===== config.mk =====
export PLATFORM = sky130hd
export DESIGN_NAME = display_capture_flat
export DESIGN_NICKNAME = d
export VERILOG_FILES = /design/src/rtl/display_capture_if.sv /design/src/rtl/display_capture.sv /design/src/flat_wrapper.sv
export SDC_FILE = /design/constraint.sdc
export NUM_CORES = 1
export LEC_CHECK = 0
export BUFFER_PORTS_ARGS = -buffer_cell sky130_fd_sc_hd__clkbuf_2
export CAP_MARGIN = 20
export CORE_ASPECT_RATIO = 1.25
export CORE_MARGIN = 1
export CORE_UTILIZATION = 39
export CTS_BUF_LIST = sky130_fd_sc_hd__clkbuf_4 sky130_fd_sc_hd__clkbuf_8
export DETAILED_ROUTE_END_ITERATION = 8
export PLACE_DENSITY = 0.7
export SYNTH_ARGS = -nofsm -noshare
export SYNTH_HDL_FRONTEND = slang
export SYNTH_SLANG_ARGS = --single-unit

===== constraint.sdc =====
create_clock -name clk -period 4.4 [get_ports clk]
set_input_delay 0.44 -clock clk [delete_from_list [all_inputs] [get_ports clk]]
set_output_delay 0.44 -clock clk [all_outputs]
set_load 0.005 [all_outputs]

===== src/rtl/display_capture_if.sv =====
// Scanned display bus (pos/num/point) plus the capture block's reconstructed outputs.
// Optional output changed exists only when DISPLAY_CAPTURE_CHANGE_EN is defined.
interface display_capture_if;
    // Valid-only stream: a beat is pos/num/point in any cycle with scan_valid=1.
    // There is no ready; the receiver accepts every beat and never stalls the source.
    logic       scan_valid;
    logic [1:0] pos;
    logic [3:0] num;
    logic       point;

    logic [3:0] num1;
    logic [3:0] num2;
    logic [3:0] num3;
    logic [3:0] num4;
    logic       frame_done;
    logic       seq_err;
    logic       point_err;
    logic       locked;
    logic       stale;
    logic       dbg_state;
`ifdef DISPLAY_CAPTURE_CHANGE_EN
    logic       changed;
`endif

    modport master (
        output scan_valid, pos, num, point,
        input  num1, num2, num3, num4, frame_done, seq_err, point_err,
        input  locked, stale, dbg_state
`ifdef DISPLAY_CAPTURE_CHANGE_EN
        , input changed
`endif
    );

    modport slave (
        input  scan_valid, pos, num, point,
        output num1, num2, num3, num4, frame_done, seq_err, point_err,
        output locked, stale, dbg_state
`ifdef DISPLAY_CAPTURE_CHANGE_EN
        , output changed
`endif
    );
endinterface


===== src/rtl/display_capture.sv =====
// Receiver for the 4-digit scanned display bus: checks slot order and point placement,
// commits complete frames to parallel digits. DISPLAY_CAPTURE_CHANGE_EN adds the changed pulse.
module display_capture #(
    parameter int POS_SKEW       = 1,
    parameter int POINT_SLOT     = 0,
    parameter int TIMEOUT_CYCLES = 1024
) (
    input logic              clk,
    input logic              rst,
    display_capture_if.slave bus
);
    localparam int              CW    = $clog2(TIMEOUT_CYCLES);
    localparam logic [CW-1:0]   SAT   = CW'(TIMEOUT_CYCLES - 1);
    localparam logic [1:0]      SKEW  = 2'(POS_SKEW);
    localparam logic [1:0]      PSLOT = 2'(POINT_SLOT);

    typedef enum logic {HUNT = 1'b0, COLLECT = 1'b1} state_t;

    state_t        state;
    logic [1:0]    expected;
    logic [3:0]    sh0, sh1, sh2;
    logic [3:0]    d1, d2, d3, d4;
    logic [CW-1:0] tcount;
    logic          frame_done_r, seq_err_r, point_err_r, locked_r, stale_r;
    logic [1:0]    slot;
    logic          pt_ok;
    logic [CW-1:0] tnext;

    // num/point on the bus lag pos by POS_SKEW slots; wrap arithmetic gives the real slot.
    assign slot  = bus.pos - SKEW;
    assign pt_ok = (bus.point == (slot == PSLOT));
    assign tnext = tcount + CW'(1);

`ifdef DISPLAY_CAPTURE_CHANGE_EN
    logic changed_r;
    assign bus.changed = changed_r;
`endif

    always_ff @(posedge clk) begin
        if (rst) begin
            state        <= HUNT;
            expected     <= 2'd0;
            sh0          <= 4'd0;
            sh1          <= 4'd0;
            sh2          <= 4'd0;
            d1           <= 4'd0;
            d2           <= 4'd0;
            d3           <= 4'd0;
            d4           <= 4'd0;
            tcount       <= '0;
            frame_done_r <= 1'b0;
            seq_err_r    <= 1'b0;
            point_err_r  <= 1'b0;
            locked_r     <= 1'b0;
            stale_r      <= 1'b0;
`ifdef DISPLAY_CAPTURE_CHANGE_EN
            changed_r    <= 1'b0;
`endif
        end else begin
            frame_done_r <= 1'b0;
            seq_err_r    <= 1'b0;
            point_err_r  <= 1'b0;
`ifdef DISPLAY_CAPTURE_CHANGE_EN
            changed_r    <= 1'b0;
`endif
            if (bus.scan_valid) begin
                tcount  <= '0;
                stale_r <= 1'b0;
                unique case (state)
                    HUNT: begin
                        if (slot == 2'd0 && pt_ok) begin
                            sh0      <= bus.num;
                            expected <= 2'd1;
                            state    <= COLLECT;
                        end
                    end
                    COLLECT: begin
                        if (slot != expected) begin
                            seq_err_r <= 1'b1;
                            locked_r  <= 1'b0;
                            state     <= HUNT;
                        end else if (!pt_ok) begin
                            point_err_r <= 1'b1;
                            locked_r    <= 1'b0;
                            state       <= HUNT;
                        end else begin
                            expected <= slot + 2'd1;
                            unique case (slot)
                                2'd0: sh0 <= bus.num;
                                2'd1: sh1 <= bus.num;
                                2'd2: sh2 <= bus.num;
                                default: begin
                                    // The slot-3 digit goes straight to the outputs.
                                    d1           <= sh2;
                                    d2           <= sh1;
                                    d3           <= sh0;
                                    d4           <= bus.num;
                                    frame_done_r <= 1'b1;
                                    locked_r     <= 1'b1;
`ifdef DISPLAY_CAPTURE_CHANGE_EN
                                    changed_r    <= ({sh2, sh1, sh0, bus.num} != {d1, d2, d3, d4});
`endif
                                end
                            endcase
                        end
                    end
                    default: state <= HUNT;
                endcase
            end else if (tcount != SAT) begin
                tcount <= tnext;
                if (tnext == SAT) begin
                    stale_r  <= 1'b1;
                    locked_r <= 1'b0;
                    state    <= HUNT;
                end
            end
        end
    end

    assign bus.num1       = d1;
    assign bus.num2       = d2;
    assign bus.num3       = d3;
    assign bus.num4       = d4;
    assign bus.frame_done = frame_done_r;
    assign bus.seq_err    = seq_err_r;
    assign bus.point_err  = point_err_r;
    assign bus.locked     = locked_r;
    assign bus.stale      = stale_r;
    assign bus.dbg_state  = (state == COLLECT);
endmodule


===== src/flat_wrapper.sv =====
// flat-port wrapper written by rule: the top's interface ports become plain ports
module display_capture_flat 
#(
    parameter int POS_SKEW       = 1,
    parameter int POINT_SLOT     = 0,
    parameter int TIMEOUT_CYCLES = 1024
)
  (clk, rst, bus_scan_valid, bus_pos, bus_num, bus_point, bus_num1, bus_num2, bus_num3, bus_num4, bus_frame_done, bus_seq_err, bus_point_err, bus_locked, bus_stale, bus_dbg_state);
  display_capture_if bus_i ();
  input logic clk;
  input logic rst;
  input wire logic [$bits(bus_i.scan_valid)-1:0] bus_scan_valid;
  input wire logic [$bits(bus_i.pos)-1:0] bus_pos;
  input wire logic [$bits(bus_i.num)-1:0] bus_num;
  input wire logic [$bits(bus_i.point)-1:0] bus_point;
  output wire logic [$bits(bus_i.num1)-1:0] bus_num1;
  output wire logic [$bits(bus_i.num2)-1:0] bus_num2;
  output wire logic [$bits(bus_i.num3)-1:0] bus_num3;
  output wire logic [$bits(bus_i.num4)-1:0] bus_num4;
  output wire logic [$bits(bus_i.frame_done)-1:0] bus_frame_done;
  output wire logic [$bits(bus_i.seq_err)-1:0] bus_seq_err;
  output wire logic [$bits(bus_i.point_err)-1:0] bus_point_err;
  output wire logic [$bits(bus_i.locked)-1:0] bus_locked;
  output wire logic [$bits(bus_i.stale)-1:0] bus_stale;
  output wire logic [$bits(bus_i.dbg_state)-1:0] bus_dbg_state;
  assign bus_i.scan_valid = bus_scan_valid;
  assign bus_i.pos = bus_pos;
  assign bus_i.num = bus_num;
  assign bus_i.point = bus_point;
  assign bus_num1 = bus_i.num1;
  assign bus_num2 = bus_i.num2;
  assign bus_num3 = bus_i.num3;
  assign bus_num4 = bus_i.num4;
  assign bus_frame_done = bus_i.frame_done;
  assign bus_seq_err = bus_i.seq_err;
  assign bus_point_err = bus_i.point_err;
  assign bus_locked = bus_i.locked;
  assign bus_stale = bus_i.stale;
  assign bus_dbg_state = bus_i.dbg_state;
  display_capture #(.POS_SKEW(POS_SKEW), .POINT_SLOT(POINT_SLOT), .TIMEOUT_CYCLES(TIMEOUT_CYCLES)) u_core (.clk(clk), .rst(rst), .bus(bus_i));
endmodule

* Yosys cells after proc, flatten, opt, wreduce, memory -nomap -nowiden
Cells that the tools add are included.
Cells by class: add/subtract/negate cells 3, equal/unequal tests 12, multiplexer cells 24, bitwise gates (word level) 5, reductions and logical operators 17
Operator list (number):
- 5-bit AND reduction | 4
- 4-bit two-way mux | 4
- 1-bit two-way mux | 14
- 10-bit by 1-bit adder with 10-bit output (second input constant) | 1
- 10-bit == test (second input constant) | 1
- 10-bit != test (second input constant) | 1
- 4-bit case mux with 2 select lines | 1
- 4-bit AND reduction | 2
- 2-bit two-way mux | 3
- 2-bit != test (second input constant) | 3
- 3-bit OR reduction | 2
- 1-bit inverter | 5
- 5-bit OR reduction | 1
- 2-bit by 1-bit != test with 1-bit output (second input constant) | 2
- 4-bit != test (second input constant) | 1
- 2-bit case mux with 2 select lines | 1
- 2-bit AND reduction | 2
- 2-bit nonzero test | 2
- 4-bit OR reduction | 1
- 2-bit by 1-bit adder with 2-bit output (second input constant) | 1
- 2-bit by 1-bit == test with 1-bit output (second input constant) | 1
- 2-bit == test (second input constant) | 1
- 2-bit zero test | 1
- 2-bit != test | 1
- 5 further kinds | 5
Storage, ports and cells: register bits after elaboration 46, input bits 10, output and inout port bits 22, logic and storage cells 76

* Longest topological paths before layout
Gate-level depths: netlist of the first run.
depth after elaboration 8, mapped depth 7, gate-level depth less buffers 7

* Least setup slack after synthesis of the first run
OpenSTA, ideal clock, no wires.
kind input-to-reg, start in bus_pos[1], end reg u_core.d1[2] (netlist: u_core.bus.num1[2]), library setup time 0.128 ns, arrival 2.021 ns, required time 4.272 ns, slack 2.251 ns, cell stages on the path 7, buffers on the path 1, path through inv_1 ha_1 ha_1 nor4_4 buf_6 mux2i_1 nor2_1
Between the ends: longest elaborated chain between the ends 5, elaborated cells between the ends (all ways) 10, classes of those cells add/sub (1); eq/ne (4); bitwise (2); reduce/logical (3)
Ends and longest elaborated chain:
- start, declared | RTL line flat_wrapper.sv:13 | input wire logic [$bits(bus_i.pos)-1:0] bus_pos;
- 2-bit by 1-bit subtractor with 2-bit output (*) | RTL line display_capture.sv:30 | assign slot = bus.pos - SKEW;
- 2-bit by 1-bit == test with 1-bit output (tied with other cells) | RTL line display_capture.sv:88 | unique case (slot)
- 3-bit OR reduction (no source line)
- 1-bit inverter (no source line)
- 5-bit AND reduction (no source line) (*)
- end signal, assigned | RTL line display_capture.sv:46 | d1 <= 4'd0;
- end signal, assigned | RTL line display_capture.sv:94 | d1 <= sh2;
- end, declared | RTL line display_capture.sv:22 | logic [3:0] d1, d2, d3, d4;
Every way passes the cells marked *; elsewhere a longest branch is shown, timed or not. A chain may end at the register's enable or synchronous reset.

* Final worst setup path of the first run
start in bus_pos[0], end reg u_core.sh1[1]
Between the ends: longest elaborated chain between the ends 4, elaborated cells between the ends (all ways) 7, classes of those cells add/sub (1); eq/ne (3); bitwise (1); reduce/logical (2)
Ends and longest elaborated chain:
- 2-bit by 1-bit subtractor with 2-bit output (*) | RTL line display_capture.sv:30
- 2-bit zero test / 2-bit != test (equally long branches) | RTL line display_capture.sv:31, display_capture.sv:78
- 1-bit == test / 1-bit inverter (equally long branches)
- 5-bit AND reduction (no source line) (*)
- end signal, assigned | RTL line display_capture.sv:90 | 2'd1: sh1 <= bus.num;
- end, declared | RTL line display_capture.sv:21 | logic [3:0] sh0, sh1, sh2;
Marked as above.

==> results of run 1 <==
==> metrics by stage <==
step,setup slack (ps),hold WS [ps],utilization
5_1_grt,2330,435,0.473
3_5_place_dp,2090,479,0.454
2_1_floorplan,2250,460,-
3_3_place_gp,2120,476,0.454
6_report,2410,431,0.473
4_1_cts,2420,422,0.473
==> worst max-delay path: stages <==
cell,delay (ps)
clkbuf_2,130
inv_1,80
ha_1,330
xnor2_2,230
or4_1,690
mux2i_1,200
nor2_1,60
==> routing by layer <==
layer  share of wire  wire length [microns]  global-route usage
met1            0.49                   1780               0.197
met2            0.46                   1690               0.224
met3           0.033                    120              0.0347
met4           0.014                     51              0.0761
met5               0                      0                   0
==> cells by family after synthesis <==
logic type / share of synthesized area
buffers and inverters: 0.0372
XOR/XNOR: 0.0390
flip-flops: 0.463
AO/OA/AOI/OAI: 0.0882
multiplexers: 0.151
adder cells (fa/ha/maj): 0.0441
AND/OR/NAND/NOR: 0.177
==> area by class of cell <==
type / count / area, sq um
fillers: 451 / 2530
multi-input cells: 137 / 992
flip-flops and latches: 46 / 921
repair buffers: 32 / 163
well taps: 60 / 75.1
clock buffers: 5 / 68.8
inverters: 7 / 26.3
clock inverters: 3 / 25.0
==> flip-flops by register name (all words and copies together) (netlist names) <==
register,count
u_core.tcount,10
u_core.bus.point_err,1
u_core.sh0,4
u_core.bus.dbg_state,1
u_core.bus.locked,1
u_core.sh2,4
u_core.sh1,4
u_core.expected,2
u_core.bus.num4,4
u_core.bus.frame_done,1
u_core.bus.seq_err,1
u_core.bus.num2,4
u_core.bus.num1,4
u_core.bus.stale,1
u_core.bus.num3,4
==> how the worst min path moves through the flow <==
| stage | to | slack (ps) | cells past startpoint |
|---|---|---|---|
| 6_report | u_core.bus.num4[3] | 430 | 3 |
| 5_1_grt | u_core.sh1[0] | 430 | 3 |
| 4_1_cts | u_core.sh1[0] | 420 | 3 |
| 3_5_place_dp | u_core.bus.stale | 480 | 1 |
| 3_3_place_gp | u_core.bus.num4[3] | 480 | 2 |
| 2_1_floorplan | u_core.sh0[0] | 460 | 2 |
==> power by group through the flow <==
stage / Clock (mW) / Combinational, mW / Sequential [mW]
after floorplan: 0 / 0.0283 / 0.431
after global placement: 0 / 0.0399 / 0.431
after detailed placement: 0 / 0.0405 / 0.432
after CTS: 0.277 / 0.0407 / 0.422
after global routing: 0.291 / 0.0452 / 0.422
final: 0.265 / 0.0406 / 0.422
==> layout by cell type, fill, tap and decap left out, types with 4 or more instances in the layout <==
cell | Yosys | routed
inv_1 | 7 | 7
ha_1 | 7 | 7
xnor2_1 | 4 | 4
clkbuf_2 | 2 | 31
clkbuf_8 | 0 | 5
a21oi_1 | 6 | 6
nand3_1 | 7 | 7
nand2_1 | 5 | 5
mux2i_1 | 30 | 30
nor2_1 | 36 | 36
dfxtp_1 | 46 | 46
==> impl_metrics.tcl, run 1 <==
set metrics [dict create \
    drive_gt1_frac 0.200 \
    crit_path_end "u_core.sh1[1]" \
    post-route-min-period_ps 1990 \
    synth_area_leaders "dfxtp_1 46%, mux2i_1 15%, nor2_1 6.8%, ha_1 4.4%, nand3_1 1.8%" \
    ys_seq_elements 46 \
    placed_area_sq_um 2180 \
    gp_congestion 0.787 \
    core_sq_um 4800 \
    maxCapViolations 0 \
    p_switching_uw 180 \
    drtAntennaViolNets 0 \
    synth_nets 217 \
    crit_type "input pin to flip-flop" \
    synth_flop_cell "dfxtp_1" \
    die_h_microns 81.8 \
    synth.distinct_cells 39 \
    stdcell_count 290 \
    mappedNetlistArea_sq_um 1990 \
    outcome "finished clean" \
    synth_warnings 0 \
    dieArea_sq_um 5390 \
    synth_top_cell_area_share 0.463 \
    ff2ff_path_depth 4 \
    grt_usage 0.149 \
    drt_first_pass_iters 4 \
    antenna_found_initial 0 \
    clkLatencyLatePin_ps 300 \
    seq_power_share 0.580 \
    clock_skew_ps 8.69 \
    fin_setup_tns_ps 0 \
    combPwrFrac 0.056 \
    leakagePower_nw 0.949 \
    crit_required_ps 4570 \
    io_pins 32 \
    crit_path_end_kind "flip-flop" \
    overflow 0 \
    cts_resized 0 \
    clkSinkCount 46 \
    async_flop_share 0 \
    cp_max_fo 7 \
    drc_errors 0 \
    areaGrowthSynthToFinish_pct 14.3 \
    die_x_microns 65.8 \
    synth_area_leader_cell "dfxtp_1" \
    worstPathArrival_ps 2160 \
    synth_edf_count 0 \
    initial_core_util 0.414 \
    slew-limit-headroom 0.410 \
    cts_root_buffer "clkbuf_8" \
    syn_avg_cell_area_sq_um 9.93 \
    reg2reg_slack_ps 2600 \
    rows 28 \
    final_area_sq_um 2270 \
    hold_buffers 0 \
    htree_num_levels 2 \
    slew_viol_final 0 \
    nNetsFinal 246 \
    synth_seq_area_share 0.463 \
    intPower_uw 547 \
    port_buffers 31 \
    rsz0062_at_grt "no" \
    min-delay-path-class "input pin to flip-flop" \
    dp_hpwl_microns 2560 \
    r2r_end "u_core.sh1[1]" \
    grt_pass1_wl_microns 6080 \
    clock_path_buffers 2 \
    diodes 0 \
    yosys.cell_count.top_type "dfxtp_1" \
    power_uw 727 \
    numCtsBuffers 5 \
    synth_cells 200 \
    min-delay-start "bus_num[3]" \
    fmax_mhz 504 \
    reg2reg_from "u_core.expected[0]" \
    cts_tree "built" \
    drt_iter0_drc 85 \
    grt_max_degree 37 \
    post_cts_buffers 0 \
    power_density_nw_per_um2 320 \
    num_vias 1478 \
    viasPerCell 5.10 \
    start_kind "input pin" \
    placed_cells_incl_taps 282 \
    routed_wirelength_microns 3640 \
    swShare 0.248 \
    worst_slew_pin_slew_ps 879 \
    finalSetupViolations 0 \
    clock_power_share 0.365 \
    startpoint "bus_pos[0]" \
    wl_per_cell_microns 12.5 \
    ir_drop_uv 158 \
    grt_pass1_vias 1301 \
    clk_pin_slew_ps 90 \
    synthTopCellsByCount "46 x dfxtp_1, 36 x nor2_1, 30 x mux2i_1" \
    hold_violations 0 \
    period_share 0.451 \
]
(Power assumes the default switching activity.)
==> run 2, diff against run 1 <==
PLACE_DENSITY = 0.72   (was 0.7)
clock period = 1.7 ns   (was 4.4 ns; I/O delays follow)
==> run 2 against run 1 <==
Core utilization up 4.4 points; critical path type is now flip-flop to flip-flop; count of clock-buffer cells in the layout rose by 1; setup slack got worse by 2300 ps; flip-flop and latch count unchanged; first-iteration DRC count up 7.1%; critical endpoint is now u_core.bus.dbg_state; via count grew 4.4%; die area unchanged.
==> impl_metrics.tcl, run 2 (synthesized netlist as in run 1, its figures left out) <==
set metrics [dict create \
    final_cell_mix "45 x dfxtp_1, 36 x nor2_1, 31 x clkbuf_2" \
    grt_max_degree 35 \
    worstPathArrival_ps 1770 \
    top_register "u_core.tcount" \
    maxCapViolations 0 \
    highest_layer "met4" \
    drive_gt1_frac 0.283 \
    ir_drop_uv 559 \
    leakagePower_nw 1.05 \
    initial_core_util 0.414 \
    drt_iter0_drc 91 \
    stdcell_count 304 \
    areaGrowthSynthToFinish_pct 24.9 \
    io_pins 32 \
    post-route-min-period_ps 1590 \
    fmax_mhz 629 \
    diodes 0 \
    cts_resized 0 \
    critPathSlowestCell "dfxtp_1" \
    port_buffers 31 \
    numCtsBuffers 5 \
    crit_required_ps 1880 \
    largest_reg_flops 10 \
    placed_cells_incl_taps 296 \
    wl_per_cell_microns 12.8 \
    holdWs_ps 168 \
    dieArea_sq_um 5390 \
    hold_buffers 0 \
    drc_errors 0 \
    dr_wl_met2_microns 1900 \
    slew-limit-headroom 0.709 \
    path_cells "ha_1, and4_2, a211o_1, a32oi_1, o21ai_0" \
    worst_slew_pin_slew_ps 432 \
    cts_root_buffer "clkbuf_8" \
    htree_num_levels 2 \
    post_cts_buffers 0 \
    cp_max_fo 6 \
    min-delay-path-class "input pin to flip-flop" \
    clk_pin_slew_ps 80 \
    grt_pass1_wl_microns 6330 \
    finalSetupViolations 0 \
    drt_first_pass_iters 4 \
    period_share 0.935 \
    crit_path_end_kind "flip-flop" \
    core_sq_um 4800 \
    power_mw 2.22 \
    dp_hpwl_microns 2790 \
    die_h_microns 81.8 \
    outcome "finished clean" \
    die_x_microns 65.8 \
    start_kind "flip-flop" \
    clkSinkCount 46 \
    grt_pass1_vias 1416 \
    nNetsFinal 260 \
    clkLatencyLatePin_ps 300 \
    cp_slowest_stage_delay_ps 350 \
    num_vias 1543 \
    antenna_found_initial 0 \
    cts_tree "built" \
    grt_usage 0.155 \
    routed_wirelength_microns 3890 \
    slew_viol_final 0 \
    wl_met3_microns 149 \
    wl_met1_microns 1760 \
    clock_skew_ps 4.75 \
    drtAntennaViolNets 0 \
    crit_type "flip-flop to flip-flop" \
    layout_commonest_cell "dfxtp_1" \
    fin_setup_tns_ps 0 \
    clock_path_buffers 2 \
    rows 28 \
    gp_congestion 0.792 \
    viasPerCell 5.08 \
    power_density_nw_per_um2 895 \
    overflow 0 \
    hold_violations 0 \
]
-- run 2: power breakdown --
group          internal, mW  switching, mW
registers              1.08        0.00686
clock network         0.627          0.360
logic                0.0602         0.0835
total                  1.77          0.450
-- run 2: path summary, 6_finish.rpt --
check | from | slack (ps) | end | depth (start not counted)
min reg2reg | u_core.sh1[1] | 500 | u_core.bus.num2[1] | 2
max | u_core.tcount[1] | 110 | u_core.bus.dbg_state | 5
max reg2reg | u_core.tcount[1] | 110 | u_core.bus.dbg_state | 5
min | bus_num[1] | 170 | u_core.sh2[1] | 3
-- run 2: area by class of cell --
type	instances	area [sq um]
Sequential cell	46	922
Clock buffer	6	82.6
Timing Repair Buffer	46	268
Fill cell	448	2320
Tap cell	60	75.1
Multi-Input combinational cell	137	1030
Clock inverter	2	60.1
Inverter	7	41.3
-- run 2: per-stage QoR --
stage	setup WS [ps]	util	instance area, sq um
finish	111	0.517	2480
global route	-0.156	0.517	2480
CTS	81.5	0.514	2470
detailed placement	-241	0.484	2320
global placement	-205	0.484	2320
floorplan	-16.8	-	2030
-- run 2: critical path: cells and delay by family (launching register included) --
family / cells / cell delay (ps)
AO/OA/AOI/OAI: 3 / 600
adder cells (fa/ha/maj): 1 / 230
flip-flops: 1 / 350
AND/OR/NAND/NOR: 1 / 290
-- run 2: per-layer routing --
layer / GRT usage / up-vias
met5: 0 / -
met4: 0.0913 / 0
met1: 0.181 / 722
met2: 0.262 / 28
li1: - / 784
met3: 0.0292 / 9
